===== config.mk =====
export PLATFORM = sky130hd
export DESIGN_NAME = bsg_clk_gen_pearl_monitor_divn
export DESIGN_NICKNAME = d
export VERILOG_FILES = /design/src/rtl/bsg_clk_gen_pearl_monitor_pkg.sv /design/src/rtl/bsg_clk_gen_pearl_monitor_period_ctr.sv /design/src/rtl/bsg_clk_gen_pearl_monitor_divn.sv
export SDC_FILE = /design/constraint.sdc
export NUM_CORES = 1
export LEC_CHECK = 0
export ABC_AREA = 1
export CAP_MARGIN = 20
export CORE_MARGIN = 5
export CORE_UTILIZATION = 52
export DETAILED_ROUTE_END_ITERATION = 8
export HOLD_SLACK_MARGIN = 0.15
export PLACE_DENSITY_LB_ADDON = 0.3
export SLEW_MARGIN = 20
export SYNTH_ARGS = -nofsm -noshare
export SYNTH_HDL_FRONTEND = slang
export SYNTH_SLANG_ARGS = --single-unit

===== constraint.sdc =====
create_clock -name clk_i -period 2.1 [get_ports clk_i]
set_clock_uncertainty 0.2 [all_clocks]
set_input_delay 0.42 -clock clk_i [delete_from_list [all_inputs] [get_ports clk_i]]
set_output_delay 0.42 -clock clk_i [all_outputs]
set_load 0.01 [all_outputs]

===== src/rtl/bsg_clk_gen_pearl_monitor_pkg.sv =====
// bsg_clk_gen_pearl_monitor_pkg
//   Shared types for the programmable clock-monitor divider.
//   - bsg_clk_gen_pearl_monitor_mode_e : output mode encoding (off/divide/pulse/rsvd)
//   - reset_mode_lp                    : mode loaded on reset (divide)
package bsg_clk_gen_pearl_monitor_pkg;

  typedef enum logic [1:0] {
    e_mon_off    = 2'd0,
    e_mon_divide = 2'd1,
    e_mon_pulse  = 2'd2,
    e_mon_rsvd   = 2'd3
  } bsg_clk_gen_pearl_monitor_mode_e;

  localparam bsg_clk_gen_pearl_monitor_mode_e reset_mode_lp = e_mon_divide;

endpackage


===== src/rtl/bsg_clk_gen_pearl_monitor_period_ctr.sv =====
// bsg_clk_gen_pearl_monitor_period_ctr
//   Counts rising edges of the registered monitor output. The edge is seen
//   one cycle after the monitor flop rises. The counter wraps naturally and
//   a synchronous clear overrides a simultaneous increment.
// Ports:
//   clk_i    - monitored clock
//   reset_i  - asynchronous active-high reset
//   mon_i    - registered monitor output to watch
//   clear_i  - synchronous clear of the count
//   count_o  - number of observed 0->1 transitions
module bsg_clk_gen_pearl_monitor_period_ctr
  import bsg_clk_gen_pearl_monitor_pkg::*;
#(
  parameter int count_width_p = 16
) (
  input  logic                     clk_i,
  input  logic                     reset_i,
  input  logic                     mon_i,
  input  logic                     clear_i,
  output logic [count_width_p-1:0] count_o
);

  logic                     prev_r;
  logic [count_width_p-1:0] count_r;
  logic                     rise;

  assign rise = mon_i & ~prev_r;

  always_ff @(posedge clk_i or posedge reset_i) begin
    if (reset_i) begin
      prev_r  <= 1'b0;
      count_r <= '0;
    end else begin
      prev_r <= mon_i;
      if (clear_i)
        count_r <= '0;
      else if (rise)
        count_r <= count_r + count_width_p'(1);
    end
  end

  assign count_o = count_r;

endmodule


===== src/rtl/bsg_clk_gen_pearl_monitor_divn.sv =====
// bsg_clk_gen_pearl_monitor_divn
//   Runtime-programmable divider for the chip monitor pin. Supports divide
//   (50% duty, period 2(N+1)), pulse (one high cycle every N+1) and off.
//   New configurations wait in a pending register until a glitch-free
//   apply point; a config arriving exactly at an apply point bypasses it.
//   Optional period counter is built only when the macro
//   BSG_CLK_GEN_PEARL_MONITOR_PERIOD_CNT_EN is defined; otherwise
//   period_cnt_o is 0 and clear_i is ignored.
// Ports:
//   clk_i, reset_i  - clock and asynchronous active-high reset
//   cfg_v_i         - new config valid (always accepted)
//   cfg_mode_i      - 0 off, 1 divide, 2 pulse, 3 reserved (acts as off)
//   cfg_div_i       - divider value N
//   cfg_pending_o   - a config is waiting for its apply point
//   clear_i         - synchronous clear of period_cnt_o
//   clk_monitor_o   - registered monitor output
//   period_cnt_o    - count of monitor rising edges
module bsg_clk_gen_pearl_monitor_divn
  import bsg_clk_gen_pearl_monitor_pkg::*;
#(
  parameter int width_p       = 8,
  parameter int reset_div_p   = 14,
  parameter int count_width_p = 16
) (
  input  logic                     clk_i,
  input  logic                     reset_i,
  input  logic                     cfg_v_i,
  input  logic [1:0]               cfg_mode_i,
  input  logic [width_p-1:0]       cfg_div_i,
  output logic                     cfg_pending_o,
  input  logic                     clear_i,
  output logic                     clk_monitor_o,
  output logic [count_width_p-1:0] period_cnt_o
);

  bsg_clk_gen_pearl_monitor_mode_e mode_r, mode_n;
  bsg_clk_gen_pearl_monitor_mode_e pend_mode_r, pend_mode_n;
  logic [width_p-1:0] div_r, div_n;
  logic [width_p-1:0] cnt_r, cnt_n;
  logic [width_p-1:0] pend_div_r, pend_div_n;
  logic               pend_v_r, pend_v_n;
  logic               mon_r, mon_n;
  logic               at_terminal;
  logic               boundary;
  logic               apply;

  // State register
  always_ff @(posedge clk_i or posedge reset_i) begin
    if (reset_i) begin
      mode_r      <= reset_mode_lp;
      div_r       <= width_p'(reset_div_p);
      cnt_r       <= '0;
      mon_r       <= 1'b0;
      pend_v_r    <= 1'b0;
      pend_mode_r <= e_mon_off;
      pend_div_r  <= '0;
    end else begin
      mode_r      <= mode_n;
      div_r       <= div_n;
      cnt_r       <= cnt_n;
      mon_r       <= mon_n;
      pend_v_r    <= pend_v_n;
      pend_mode_r <= pend_mode_n;
      pend_div_r  <= pend_div_n;
    end
  end

  // Next-state logic. The apply point in divide mode is the last cycle of a
  // high phase, so the output falls on the switching edge and the new ratio
  // starts a clean low phase. Off/reserved modes have nothing to protect and
  // apply as soon as a pending config exists.
  always_comb begin
    at_terminal = (cnt_r == div_r);

    mode_n      = mode_r;
    div_n       = div_r;
    pend_v_n    = pend_v_r;
    pend_mode_n = pend_mode_r;
    pend_div_n  = pend_div_r;

    case (mode_r)
      e_mon_divide: begin
        boundary = at_terminal & mon_r;
        cnt_n    = at_terminal ? '0 : cnt_r + width_p'(1);
        mon_n    = at_terminal ? ~mon_r : mon_r;
      end
      e_mon_pulse: begin
        boundary = at_terminal;
        cnt_n    = at_terminal ? '0 : cnt_r + width_p'(1);
        mon_n    = at_terminal;
      end
      default: begin
        boundary = pend_v_r;
        cnt_n    = '0;
        mon_n    = 1'b0;
      end
    endcase

    apply = boundary & (pend_v_r | cfg_v_i);

    if (apply) begin
      cnt_n    = '0;
      pend_v_n = 1'b0;
      // An incoming config is newer than anything pending, so it wins.
      if (cfg_v_i) begin
        mode_n = bsg_clk_gen_pearl_monitor_mode_e'(cfg_mode_i);
        div_n  = cfg_div_i;
      end else begin
        mode_n = pend_mode_r;
        div_n  = pend_div_r;
      end
    end else if (cfg_v_i) begin
      pend_v_n    = 1'b1;
      pend_mode_n = bsg_clk_gen_pearl_monitor_mode_e'(cfg_mode_i);
      pend_div_n  = cfg_div_i;
    end
  end

  // Outputs come straight from flops
  always_comb begin
    clk_monitor_o = mon_r;
    cfg_pending_o = pend_v_r;
  end

`ifdef BSG_CLK_GEN_PEARL_MONITOR_PERIOD_CNT_EN
  bsg_clk_gen_pearl_monitor_period_ctr #(
    .count_width_p(count_width_p)
  ) period_ctr (
    .clk_i   (clk_i),
    .reset_i (reset_i),
    .mon_i   (mon_r),
    .clear_i (clear_i),
    .count_o (period_cnt_o)
  );
`else
  logic unused_clear;
  assign unused_clear = clear_i;
  assign period_cnt_o = '0;
`endif

endmodule


==> results_dict.tcl <==
set metrics [dict create \
    grtUsageMet3_pct 3.45 \
    dieHeight_um 68.1 \
    cts_tree "yes" \
    grt_pass1_vias 1197 \
    maxCapViolations 0 \
    drc_errors 0 \
    sw_frac_of_total_pct 43.5 \
    rsz0062_at_grt "false" \
    placed_cell_area_sq_um 1890 \
    globalplace.congestion 0.716 \
    clkSinkCount 30 \
    synth.top_cell.area_share_pct 37.0 \
    slowest_delay_ns 0.55 \
    fin_crit_sh_pct 93.5 \
    cts_hold_buf 0 \
    synth-seq-area-share_pct 43.0 \
    ant_nets 0 \
    grt_busiest_layer "met2" \
    required_ns 2.13 \
    antenna_found_initial 0 \
    drv_slew 0 \
    yosysMostFrequentCell "nand2_1" \
    netlist_top_cells_area "dfrtp_1, nand2_1, buf_4" \
    io_buffers 14 \
    grt_pass1_wl_um 5140 \
    drtIter0Drc 42 \
    async_reset_ff_share_pct 100 \
    tns_ns 0 \
    p_per_area_nw_per_um2 1540 \
    synth_edf_count 0 \
    ys_ff_latch 30 \
    cp-end-kind "register" \
    antenna_cells 0 \
    first_pass_iters 4 \
    path_buf_inv 4 \
    synth-main-ff-cell "dfrtp_1" \
    via_per_inst 4.59 \
    arrival_ns 1.99 \
    grtUsageTotal_pct 14.9 \
    stdcell_area_sq_um 1970 \
    drive_above_1_share_pct 22.1 \
    cts_inserted_buffers 5 \
    overflow 0 \
    syn-cell-area_sq_um 1760 \
    cp-start-kind "register" \
    peakVddDrop_v 0.000731 \
    yosys.area.top_type "dfrtp_1" \
    wl_per_cell_um 11.0 \
    cp_slowest_cell "dfstp_2" \
    grt_use_met2_pct 24.8 \
    finalWirelength_um 2940 \
    fin_ws_ns 0.137 \
    synth_cell_type_count 26 \
    num_io_pins 32 \
    syn2layout_area_growth_pct 11.9 \
    cts_buffer_depth 2 \
    syn_avg_cell_area_sq_um 8.75 \
    dp_slack_ns 0.0564 \
    p_comb_share_pct 55.0 \
    internal-power_mw 1.71 \
    clkTransAtPathRegs_ns 0.09 \
    pwr-share-seq_pct 33.0 \
    clkPwrFrac_pct 12.0 \
    clk_root_buffer_cell "clkbuf_4" \
    synthCells 201 \
    die_w_um 68.1 \
    multiInputGateArea_sq_um 802 \
    finalHoldViolations 0 \
    initial_core_util_pct 53.1 \
    power.switching_mw 1.31 \
    yosysWarnings 0 \
    placedCellCount 259 \
    clk_latency_ns 0.33 \
    crit_chain "inv_1 -> ha_1 -> inv_2 -> a21oi_1 -> a31o_2 -> inv_2 -> nand2_2 -> buf_6 -> nand2_1 -> nand2_1" \
    crit_type "reg2reg" \
    grt_max_degree 31 \
    hold_path.class "in2async" \
    finalNonFillerCells 268 \
    fin_nets 238 \
    cp_max_fo 12 \
    path_delay_family "flip-flops" \
    status "finished clean" \
    hpwl_um 2100 \
    htreeDepth 2 \
    timing.fmax_mhz 510 \
    final-setup-viol-count 0 \
    fin_crit_ns 1.96 \
    dieArea_sq_um 4640 \
    n_fill_cell 314 \
    ys_top_cells_by_count "nand2_1, dfrtp_1, buf_4" \
    vias 1231 \
    whs_ns 0.250 \
    grtUsageMet1_pct 18.6 \
    regArea_sq_um 756 \
    rows 21 \
    core_sq_um 3310 \
    p_leak_nw 0.978 \
]
[stage by stage]
step / power (mW) / util (%)
3_3_place_gp: 2.58 / 57.0
6_report: 3.02 / 59.4
5_1_grt: 3.32 / 59.4
2_1_floorplan: 2.30 / -
4_1_cts: 2.99 / 58.9
3_5_place_dp: 2.62 / 57.0
[final timing paths]
check / startpoint / end / slack (ns) / cells after the start
worst min-delay path: reset_i / pend_div_r[3]$_DFFE_PP0N_ / 0.25 / 3
worst min register to register: div_r[1]$_DFFE_PP1P_ / div_r[1]$_DFFE_PP1P_ / 0.27 / 2
min in group clk_i: div_r[1]$_DFFE_PP1P_ / div_r[1]$_DFFE_PP1P_ / 0.27 / 2
worst max register to register: mode_r[0]$_DFFE_PP1P_ / div_r[0]$_DFFE_PP0P_ / 0.14 / 10
max in group asynchronous: reset_i / mode_r[0]$_DFFE_PP1P_ / 1.13 / 3
worst max-delay path: mode_r[0]$_DFFE_PP1P_ / div_r[0]$_DFFE_PP0P_ / 0.14 / 10
[kinds of logic (layout without fill, tap and decap cells)]
| logic type | count (synthesis) | after routing | synth area share [%] |
|---|---|---|---|
| fa+ha+maj | 3 | 3 | 2.14 |
| xor+xnor | 8 | 8 | 4.41 |
| other cells | 1 | 16 | 0.213 |
| buf+inv | 41 | 47 | 14.7 |
| compound gates | 7 | 7 | 2.28 |
| flops | 30 | 30 | 43.0 |
| mux | 10 | 10 | 6.41 |
| simple gates | 101 | 101 | 26.8 |
[layer usage]
metal  wire, um  share of wire [%]
met5          0                  0
met2       1420                 48
met1       1360                 46
met4         24               0.82
met3        143                4.9
[worst reg2reg max path, stage by stage, from the launching register on]
cell and delay, ns:
dfstp_2 0.55, inv_1 0.04, ha_1 0.31, inv_2 0.07, a21oi_1 0.06, a31o_2 0.22
inv_2 0.08, nand2_2 0.07, buf_6 0.15, nand2_1 0.06, nand2_1 0.05
[timing repair]
item                                    CTS  global route
gates resized for setup                   0             5
endpoints found under the setup margin    0            20
setup buffers                             0             1
[area by class of cell]
class	count	area share, %
clock buffers	6	2.61
clock inverters	2	0.636
inverters	16	3.05
multi-input cells	145	40.8
flip-flops and latches	30	38.4
well taps	46	2.93
repair buffers	23	11.6
[layout by cell type, fill, tap and decap left out]
| cell type | count |
|---|---|
| clkinv_2 | 1 |
| mux2_2 | 10 |
| nor2_2 | 1 |
| inv_1 | 14 |
| buf_4 | 6 |
| xnor2_1 | 6 |
| clkinvlp_4 | 1 |
| clkbuf_8 | 1 |
| conb_1 | 16 |
| nand3_1 | 11 |
| nand2_4 | 1 |
| nor2_1 | 11 |
| a21oi_1 | 3 |
| dfrtp_1 | 26 |
| xnor2_2 | 1 |
| a31oi_1 | 1 |
| clkbuf_4 | 5 |
| o21ai_0 | 2 |
| buf_6 | 2 |
| inv_2 | 2 |
| buf_12 | 1 |
| nand2_1 | 62 |
| xor2_1 | 1 |
| nor3_1 | 3 |
| clkdlybuf4s50_1 | 14 |
| nand2_2 | 2 |
| dfstp_2 | 4 |
| ha_1 | 3 |
| a31o_2 | 1 |
| nand3_2 | 10 |
[power groups by stage]
stage	clock [mW]	combinational, mW	sequential, mW
detailed placement	0	1.61	1.01
floorplan	0	1.32	0.978
global placement	0	1.59	0.999
global route	0.403	1.89	1.03
CTS	0.376	1.62	1.00
finish	0.362	1.66	0.996
[flip-flops by register name (all words and copies together) (netlist names)]
| name | cells |
|---|---|
| clk_monitor_o | 1 |
| div_r | 8 |
| cfg_pending_o | 1 |
| cnt_r | 8 |
| pend_div_r | 8 |
| pend_mode_r | 2 |
| mode_r | 2 |
Note: power is estimated with default switching activity, not from simulation.
